--- src/rtl/axi4_stream_pkt_if.sv ---
// AXI4-Stream bundle used on both sides of the packetizer.
// The master drives data/keep/last/valid and the slave returns ready.
interface axi4_stream_pkt_if #(
    parameter int DN = 1,
    parameter int DW = 8
);
    logic [DN*DW-1:0] TDATA;
    logic [DN-1:0]    TKEEP;
    logic             TLAST;
    logic             TVALID;
    logic             TREADY;

    modport master (output TDATA, output TKEEP, output TLAST, output TVALID, input TREADY);
    modport slave  (input TDATA, input TKEEP, input TLAST, input TVALID, output TREADY);
endinterface

--- src/rtl/axi4_stream_pkt.sv ---
// Packetizer: frames an unframed stream into packets of cfg_len+1 beats with TLAST,
// bounds packets per run, and drives the output through a 2-entry skid buffer.
module axi4_stream_pkt #(
    parameter int DN = 1,
    parameter int DW = 8,
    parameter int LW = 16
) (
    input  logic                ACLK,
    input  logic                ARESET,
    axi4_stream_pkt_if.slave    s,
    axi4_stream_pkt_if.master   m,
    input  logic [LW-1:0]       cfg_len,
    input  logic [LW-1:0]       cfg_num,
    input  logic                ctl_start,
    input  logic                ctl_stop,
    output logic                sts_busy,
    output logic [LW-1:0]       sts_pkt
);
    typedef enum logic [1:0] {IDLE, RUN, STOP} state_t;

    typedef struct packed {
        logic [DN*DW-1:0] data;
        logic [DN-1:0]    keep;
        logic             last;
    } beat_t;

    state_t        state_q, state_d;
    logic [LW-1:0] len_q, len_d;
    logic [LW-1:0] num_q, num_d;
    logic [LW-1:0] beat_q, beat_d;
    logic [LW-1:0] pkt_in_q, pkt_in_d;
    logic [LW-1:0] pkt_out_q, pkt_out_d;
    logic          rdy_q, rdy_d;
    beat_t         head_q, head_d, tail_q, tail_d;
    logic          head_vld_q, head_vld_d, tail_vld_q, tail_vld_d;

    logic  in_fire, in_last, out_fire, start_ok;
    beat_t in_beat;
    logic  unused_tlast;

    assign unused_tlast = s.TLAST;
    assign in_fire  = s.TVALID & rdy_q;
    assign in_last  = (beat_q == len_q);
    assign out_fire = head_vld_q & m.TREADY;
    assign start_ok = ctl_start & ~ctl_stop;
    assign in_beat  = '{data: s.TDATA, keep: s.TKEEP, last: in_last};

    always_comb begin
        state_d   = state_q;
        len_d     = len_q;
        num_d     = num_q;
        beat_d    = beat_q;
        pkt_in_d  = pkt_in_q;
        pkt_out_d = pkt_out_q;

        if (in_fire) begin
            beat_d   = in_last ? '0 : beat_q + 1'b1;
            pkt_in_d = pkt_in_q + LW'(in_last);
        end
        if (out_fire && head_q.last)
            pkt_out_d = pkt_out_q + 1'b1;

        case (state_q)
            IDLE: begin
                if (start_ok) begin
                    state_d   = RUN;
                    len_d     = cfg_len;
                    num_d     = cfg_num;
                    beat_d    = '0;
                    pkt_in_d  = '0;
                    pkt_out_d = '0;
                end
            end
            RUN, STOP: begin
                if (in_fire && in_last &&
                    (state_q == STOP || (num_q != '0 && pkt_in_d == num_q)))
                    state_d = IDLE;
                // Boundary test uses the post-accept count so a beat taken
                // alongside the stop request is never orphaned without TLAST.
                else if (state_q == RUN && ctl_stop)
                    state_d = (beat_d == '0) ? IDLE : STOP;
            end
            default: state_d = IDLE;
        endcase
    end

    always_comb begin
        head_d     = head_q;
        tail_d     = tail_q;
        head_vld_d = head_vld_q;
        tail_vld_d = tail_vld_q;

        if (out_fire) begin
            head_d     = tail_q;
            head_vld_d = tail_vld_q;
            tail_vld_d = 1'b0;
        end
        if (in_fire) begin
            if (!head_vld_d) begin
                head_d     = in_beat;
                head_vld_d = 1'b1;
            end else begin
                tail_d     = in_beat;
                tail_vld_d = 1'b1;
            end
        end
        // Entries stay compacted at the head, so a full buffer is just tail valid.
        rdy_d = (state_d != IDLE) & ~tail_vld_d;
    end

    always_ff @(posedge ACLK) begin
        if (ARESET) begin
            state_q    <= IDLE;
            len_q      <= '0;
            num_q      <= '0;
            beat_q     <= '0;
            pkt_in_q   <= '0;
            pkt_out_q  <= '0;
            rdy_q      <= 1'b0;
            head_q     <= '0;
            tail_q     <= '0;
            head_vld_q <= 1'b0;
            tail_vld_q <= 1'b0;
        end else begin
            state_q    <= state_d;
            len_q      <= len_d;
            num_q      <= num_d;
            beat_q     <= beat_d;
            pkt_in_q   <= pkt_in_d;
            pkt_out_q  <= pkt_out_d;
            rdy_q      <= rdy_d;
            head_q     <= head_d;
            tail_q     <= tail_d;
            head_vld_q <= head_vld_d;
            tail_vld_q <= tail_vld_d;
        end
    end

    assign s.TREADY = rdy_q;
    assign m.TDATA  = head_q.data;
    assign m.TKEEP  = head_q.keep;
    assign m.TLAST  = head_q.last;
    assign m.TVALID = head_vld_q;
    assign sts_busy = (state_q != IDLE) | head_vld_q;
    assign sts_pkt  = pkt_out_q;
endmodule

--- src/flat_wrapper.sv ---
// flat-port wrapper written by rule: the top's interface ports become plain ports
module axi4_stream_pkt_flat 
#(
    parameter int DN = 1,
    parameter int DW = 8,
    parameter int LW = 16
)
  (ACLK, ARESET, cfg_len, cfg_num, ctl_start, ctl_stop, sts_busy, sts_pkt, s_TDATA, s_TKEEP, s_TLAST, s_TVALID, s_TREADY, m_TDATA, m_TKEEP, m_TLAST, m_TVALID, m_TREADY);
  axi4_stream_pkt_if #(.DN(DN), .DW(DW)) s_i ();
  axi4_stream_pkt_if #(.DN(DN), .DW(DW)) m_i ();
  input  logic ACLK;
  input  logic ARESET;
  input  logic [LW-1:0] cfg_len;
  input  logic [LW-1:0] cfg_num;
  input  logic ctl_start;
  input  logic ctl_stop;
  output logic sts_busy;
  output logic [LW-1:0] sts_pkt;
  input wire logic [$bits(s_i.TDATA)-1:0] s_TDATA;
  input wire logic [$bits(s_i.TKEEP)-1:0] s_TKEEP;
  input wire logic [$bits(s_i.TLAST)-1:0] s_TLAST;
  input wire logic [$bits(s_i.TVALID)-1:0] s_TVALID;
  output wire logic [$bits(s_i.TREADY)-1:0] s_TREADY;
  output wire logic [$bits(m_i.TDATA)-1:0] m_TDATA;
  output wire logic [$bits(m_i.TKEEP)-1:0] m_TKEEP;
  output wire logic [$bits(m_i.TLAST)-1:0] m_TLAST;
  output wire logic [$bits(m_i.TVALID)-1:0] m_TVALID;
  input wire logic [$bits(m_i.TREADY)-1:0] m_TREADY;
  assign s_i.TDATA = s_TDATA;
  assign s_i.TKEEP = s_TKEEP;
  assign s_i.TLAST = s_TLAST;
  assign s_i.TVALID = s_TVALID;
  assign s_TREADY = s_i.TREADY;
  assign m_TDATA = m_i.TDATA;
  assign m_TKEEP = m_i.TKEEP;
  assign m_TLAST = m_i.TLAST;
  assign m_TVALID = m_i.TVALID;
  assign m_i.TREADY = m_TREADY;
  axi4_stream_pkt #(.DN(DN), .DW(DW), .LW(LW)) u_core (.ACLK(ACLK), .ARESET(ARESET), .s(s_i), .m(m_i), .cfg_len(cfg_len), .cfg_num(cfg_num), .ctl_start(ctl_start), .ctl_stop(ctl_stop), .sts_busy(sts_busy), .sts_pkt(sts_pkt));
endmodule
--- config.mk ---
export PLATFORM = sky130hd
export DESIGN_NAME = axi4_stream_pkt_flat
export DESIGN_NICKNAME = d
export VERILOG_FILES = /design/src/rtl/axi4_stream_pkt_if.sv /design/src/rtl/axi4_stream_pkt.sv /design/src/flat_wrapper.sv
export SDC_FILE = /design/constraint.sdc
export NUM_CORES = 1
export LEC_CHECK = 0
export BUFFER_PORTS_ARGS = -buffer_cell sky130_fd_sc_hd__buf_2
export CAP_MARGIN = 0
export CORE_MARGIN = 2
export CORE_UTILIZATION = 42
export DETAILED_ROUTE_END_ITERATION = 8
export GPL_TIMING_DRIVEN = 0
export PLACE_DENSITY = 0.67
export SYNTH_ARGS = -nofsm -noshare
export SYNTH_HDL_FRONTEND = slang
export SYNTH_SLANG_ARGS = --single-unit
--- constraint.sdc ---
create_clock -name ACLK -period 3.36 [get_ports ACLK]
set_input_delay 0.168 -clock ACLK [delete_from_list [all_inputs] [get_ports ACLK]]
set_output_delay 0.168 -clock ACLK [all_outputs]
set_load 0.05 [all_outputs]
Word-level counts from Yosys, hierarchy flattened
Cells that the tools add are included.
{ "word_totals": {"reg_bits": 105, "latchBits": 0, "ram_bits": 0, "rom_bits": 0, "input_bits": 48, "elab_cells": 66, "memories": 0} }
{ "op_classes": {"add_sub_neg": 3, "n_mul": 0, "div_mod_pow": 0, "magnitude_cmp": 0, "eq_ne": 4, "shift": 0, "muxes": 23, "bitwise_logic": 7, "n_reduce_logical": 14} }
{ "ops": {"columns": ["cell", "count"], "rows": [
  ["two-way mux 16 bit", 10],
  ["adder 16 x 1 -> 16 bit (second input constant)", 2],
  ["equality test 16 bit", 2],
  ["two-way mux 10 bit", 3],
  ["adder 16 x 1 -> 16 bit", 1],
  ["zero test 16 bit", 1],
  ["nonzero test 16 bit", 1],
  ["two-way mux 2 bit", 4],
  ["logical AND 1 bit", 5],
  ["two-way mux 1 bit", 5],
  ["bitwise AND 1 bit", 4],
  ["one-hot mux 2 bit (2 select lines)", 1],
  ["AND reduction 2 bit", 2],
  ["nonzero test 2 bit", 2],
  ["equality test 2 x 1 -> 1 bit (second input constant)", 1],
  ["equality test 2 bit (second input constant)", 1],
  ["zero test 2 bit", 1],
  ["inverter 1 bit", 2],
  ["OR reduction 2 bit", 1],
  ["logical OR 1 bit", 1],
  ["bitwise OR 1 bit", 1]
]} }

Longest topological paths before layout
{ "depth": {"word_depth": 11, "ltp_mapped": 14, "ltp_nobuf": 13} }

Least setup slack after synthesis
OpenSTA, ideal clock, no wires.
{ "synth_timing": {"path_type": "reg2reg", "start": "reg u_core.beat_q[14]", "end": "reg u_core.rdy_q (netlist: u_core.s.TREADY)", "setup_time_ns": 0.121, "t_arrival_ns": 3.049, "slack_ns": 0.190, "stages_incl_launch_ff": 15, "synth_period_minus_slack_ns": 3.170, "cell_sequence": "dfxtp_1 > clkbuf_1 > xnor2_1 > nand4_1 > nor4_4 > ha_1 > ha_1 > and4_4 > nand3_1 > o2bb2ai_1 > a311o_1 > nor3_2 > nand2_1 > o221ai_1 > a21boi_1"} }
{ "synth_via": {"elab_chain_len": 11, "word_cells_on_any_way": 18, "cone_classes": "2 x add/sub; 2 x eq/ne; 7 x mux; 1 x bitwise; 6 x reduce/logical"} }
{ "synth_lines": {"columns": ["item", "line", "source"], "rows": [
  ["start: declaration", "axi4_stream_pkt.sv:30", "logic [LW-1:0] beat_q, beat_d;"],
  ["start signal: assignment", "axi4_stream_pkt.sv:128", "beat_q <= beat_d;"],
  ["equality test 16 bit *", "axi4_stream_pkt.sv:43", "assign in_last = (beat_q == len_q);"],
  ["named net u_core.in_last", "axi4_stream_pkt.sv:37", "logic in_fire, in_last, out_fire, start_ok;"],
  ["adder 16 x 1 -> 16 bit", "axi4_stream_pkt.sv:58", "pkt_in_d = pkt_in_q + LW'(in_last);"],
  ["two-way mux 16 bit", "axi4_stream_pkt.sv:56", "if (in_fire) begin"],
  ["equality test 16 bit", "axi4_stream_pkt.sv:76", "(state_q == STOP || (num_q != '0 && pkt_in_d == num_q)))"],
  ["logical AND 1 bit", "axi4_stream_pkt.sv:76", null],
  ["logical OR 1 bit", "axi4_stream_pkt.sv:76", null],
  ["logical AND 1 bit", "axi4_stream_pkt.sv:75", "if (in_fire && in_last &&"],
  ["two-way mux 2 bit *", "axi4_stream_pkt.sv:75", null],
  ["one-hot mux 2 bit (2 select lines) *", "axi4_stream_pkt.sv:63", "case (state_q)"],
  ["nonzero test 2 bit *", "axi4_stream_pkt.sv:108", "rdy_d = (state_d != IDLE) & ~tail_vld_d;"],
  ["bitwise AND 1 bit *", "axi4_stream_pkt.sv:108", null],
  ["end signal: assignment", "axi4_stream_pkt.sv:131", "rdy_q <= rdy_d;"],
  ["end: declaration", "axi4_stream_pkt.sv:33", "logic rdy_q, rdy_d;"]
]} }
Mark *: on every way through the listed nets, which the timed path passes. The rest lies on a longest branch.
A chain may end at the register's enable or synchronous reset.

Final worst setup path
{ "layout_timing": {"start": "reg u_core.beat_q[5]", "end": "reg u_core.state_q[0]"} }
{ "layout_via": {"elab_chain_len": 9, "word_cells_on_any_way": 10, "cone_classes": "1 x add/sub; 2 x eq/ne; 3 x mux; 4 x reduce/logical"} }
{ "layout_lines": {"columns": ["item", "line", "source"], "rows": [
  ["equality test 16 bit *", "axi4_stream_pkt.sv:43", null],
  ["named net u_core.in_last", "axi4_stream_pkt.sv:37", null],
  ["adder 16 x 1 -> 16 bit", "axi4_stream_pkt.sv:58", null],
  ["two-way mux 16 bit", "axi4_stream_pkt.sv:56", null],
  ["equality test 16 bit", "axi4_stream_pkt.sv:76", null],
  ["logical AND 1 bit", "axi4_stream_pkt.sv:76", null],
  ["logical OR 1 bit", "axi4_stream_pkt.sv:76", null],
  ["logical AND 1 bit *", "axi4_stream_pkt.sv:75", null],
  ["two-way mux 2 bit *", "axi4_stream_pkt.sv:75", null],
  ["one-hot mux 2 bit (2 select lines) *", "axi4_stream_pkt.sv:63", null],
  ["end signal: assignment", "axi4_stream_pkt.sv:125", "state_q <= state_d;"],
  ["end: declaration", "axi4_stream_pkt.sv:27", "state_t state_q, state_d;"]
]} }
Marks and branches as above.

==> flow_summary_export.csv <==
group,metric,value,unit
status,outcome,"complete, no violations",
route,route.detailed.drc,0,
route,dr.pass1.iters,5,
timing,fin_setup_tns,0,ns
global_route,grt_antenna_before_repair,0,
logic_synthesis,synth_top_cell_by_area,"dfxtp_1",
critical_path,rr_endpoint,"u_core.state_q[0]",
critical_path,r2r-start,"u_core.beat_q[5]",
critical_path,crit_start,"u_core.beat_q[5]",
placement,gp_congestion,0.900,
timing,fmax,0.313,GHz
logic_synthesis,yosys_warnings,0,
layout,final_util,51.3,%
timing,slew_headroom,61.9,%
route,ant_nets,0,
critical_path,startpoint_type,"flop",
placement,dp.cells,902,
clock_tree,clock-sinks,105,
power_and_ir_drop,p_per_area,423,nW/um^2
logic_synthesis,async_reset_ff_share,0,%
logic_synthesis,yosysUniqueCellTypes,55,
timing,timing.final.crit_share,95.0,%
critical_path,crit_end,"u_core.state_q[0]",
global_route,grt_first_pass_wirelength,22.0,mm
floorplan,coreArea,12500,um^2
logic_synthesis,synth_area_per_cell,8.15,um^2
logic_synthesis,synth_seq_cells,105,
placement,post-dp-hpwl,10.4,mm
logic_synthesis,yosysMostFrequentCell,"nand2_1",
clock_tree,clockRootBuffer,"clkbuf_16",
power_and_ir_drop,ir_drop,234,uV
global_route,groute.usage.overall,20.6,%
global_route,grt_max_degree,19,
layout,antennaDiodeCount,0,
min_path,min_path_cells,3,
timing,grt_setup_unrepaired,"false",
layout,area_growth,20.3,%
min_path,worstHoldPathType,"primary input to flop",
clock_tree,cts_hold_buffers,0,
floorplan,die_h,117,um
logic_synthesis,synth_area_leaders,"dfxtp_1, nand2_1, xnor2_1",
critical_path,cp-end-kind,"flop",
logic_synthesis,synth_flop_cell,"dfxtp_1",
route,drt-total-wl,13.6,mm
logic_synthesis,syn_nets,711,
route,dr_total_vias,4874,
timing,hold_violations,0,
floorplan,fp.dieArea,13600,um^2
global_route,gr-total-overflow,0,
critical_path,required,3.60,ns
route,wl_per_cell,14.7,um
floorplan,dieWidth,117,um
logic_synthesis,synth_cells,655,
critical_path,cp_max_fo,7,
timing,setup_viol,0,
logic_synthesis,synth_common_cells,"nand2_1, dfxtp_1, nor2_1",
layout,nNetsFinal,805,
timing,maxSlewViolCount,0,
logic_synthesis,syn-cell-area,5340,um^2
logic_synthesis,synth_edf_count,0,
power_and_ir_drop,leakage,2.45,nW
floorplan,std_cell_rows,41,
critical_path,critPathKind,"flop to flop",
critical_path,rrSetupSlack,0.17,ns
placement,numPortBuffers,75,
route,drt_iter0_drc,344,
logic_synthesis,ys_seq_area_share,39.4,%
clock_tree,clock_latency,0.36,ns
clock_tree,cts.path.max_buffers,2,
run,cap_violations,0,
timing,finalCriticalPeriod,3.19,ns
layout,finalNonFillerCells,926,
timing,worst_pin_slew,0.571,ns
floorplan,initial_core_util,42.6,%
clock_tree,cts_buffers,9,
critical_path,cp.arrival,3.43,ns
critical_path,ff2ff_path_depth,14,
route,vias_per_cell,5.26,
logic_synthesis,synth_top_area_share,39.4,%
global_route,grt_pass1_vias,4682,
layout,drive_gt1_share,20.6,%
clock_tree,htree_levels,3,
floorplan,io_pins,77,
clock_tree,cts_tree,"yes",
timing,clock_skew,0.00605,ns
clock_tree,clkTransAtPathRegs,0.07,ns
-- critical path, cell delays in order, from the launching register on --
cell and delay, ns:
dfxtp_1 0.31, buf_6 0.13, xnor2_4 0.14, nand4_1 0.17, nor4_4 0.37, ha_4 0.21
ha_4 0.14, and4_4 0.25, nand4_1 0.18, xor2_1 0.25, o22ai_1 0.12, nor3_2 0.27
nand4b_1 0.21, o211ai_1 0.22, nand2_1 0.08
-- power by group --
part	total [mW]	internal, mW	switching, mW
clock	1.09	0.587	0.499
sequential	1.31	1.28	0.0346
combinational	0.317	0.112	0.206
total	2.72	1.98	0.739
-- placed cells by master, fill, tap and decap left out, types with 17 or more instances in the layout --
cell        n
buf_4      19
nand4_1    17
clkbuf_1   24
nand3_1    28
buf_2      80
a21oi_1    54
nor2_1     66
nand2_1   119
xor2_1     27
dfxtp_1   100
xnor2_1    37
-- worst min path at each step --
| stage | startpoint | endpoint | slack (ns) |
|---|---|---|---|
| 3_3_place_gp | cfg_num[13] | u_core.num_q[13] | 0.41 |
| 6_report | cfg_len[5] | u_core.len_q[5] | 0.04 |
| 5_1_grt | cfg_len[11] | u_core.len_q[11] | 0.04 |
| 2_1_floorplan | s_TKEEP | u_core.tail_q[1] | 0.30 |
| 3_5_place_dp | cfg_len[5] | u_core.len_q[5] | 0.42 |
| 4_1_cts | cfg_len[4] | u_core.len_q[4] | 0.03 |
-- routing by layer --
metal	GRT usage [%]	part of all wire, %	routed length [um]
met1	25.1	44	6010
met2	34.8	50	6770
met3	5.45	3.8	521
met4	7.53	2.2	293
met5	0	0	0
-- through the flow --
stage	hold slack [ns]	cell area (um^2)	worst slack [ns]	total power [mW]
2_1_floorplan	0.304	5340	0.190	1.54
3_3_place_gp	0.413	5930	-0.458	1.64
3_5_place_dp	0.420	5930	-0.568	1.65
4_1_cts	0.0276	6250	0.0211	2.74
5_1_grt	0.0411	6420	0.00826	2.82
6_report	0.0353	6420	0.167	2.72
-- state kept, by name, indices dropped and copies added (netlist names) --
name               cells
u_core.beat_q         16
u_core.m.TLAST         1
u_core.num_q          16
u_core.s.TREADY        1
u_core.m.TVALID        1
u_core.tail_vld_q      1
u_core.tail_q         10
u_core.len_q          16
u_core.pkt_in_q       16
u_core.state_q         2
u_core.m.TKEEP         1
u_core.m.TDATA         8
u_core.sts_pkt        16
-- area by class of cell --
| type | instances | area [um^2] |
|---|---|---|
| fill | 1268 | 6090 |
| multi-input combinational | 501 | 3110 |
| sequential | 105 | 2110 |
| timing repair buffer | 86 | 458 |
| clock buffer | 9 | 225 |
| tap | 172 | 215 |
| buffer | 40 | 205 |
| clock inverter | 7 | 77.6 |
| inverter | 6 | 22.5 |
-- timing repair --
item	4_1_cts	5_1_grt
pin swaps	2	13
endpoints found under the setup margin	3	3
gates cloned	0	0
gates resized for setup	3	28
buffers inserted	1	10
-- cell families (layout without fill, tap and decap cells) --
logic type	after synthesis	after routing	share of synthesized area [%]
buffers and inverters	49	148	4.10
and+or+nand+nor	324	324	31.6
adders and majority gates	8	8	1.88
xor gates and xnor gates	68	68	11.2
DFF	105	105	39.4
AOI/OAI and AO/OA	99	99	11.5
muxes	2	2	0.375
Note: power is estimated with default switching activity, not from simulation.
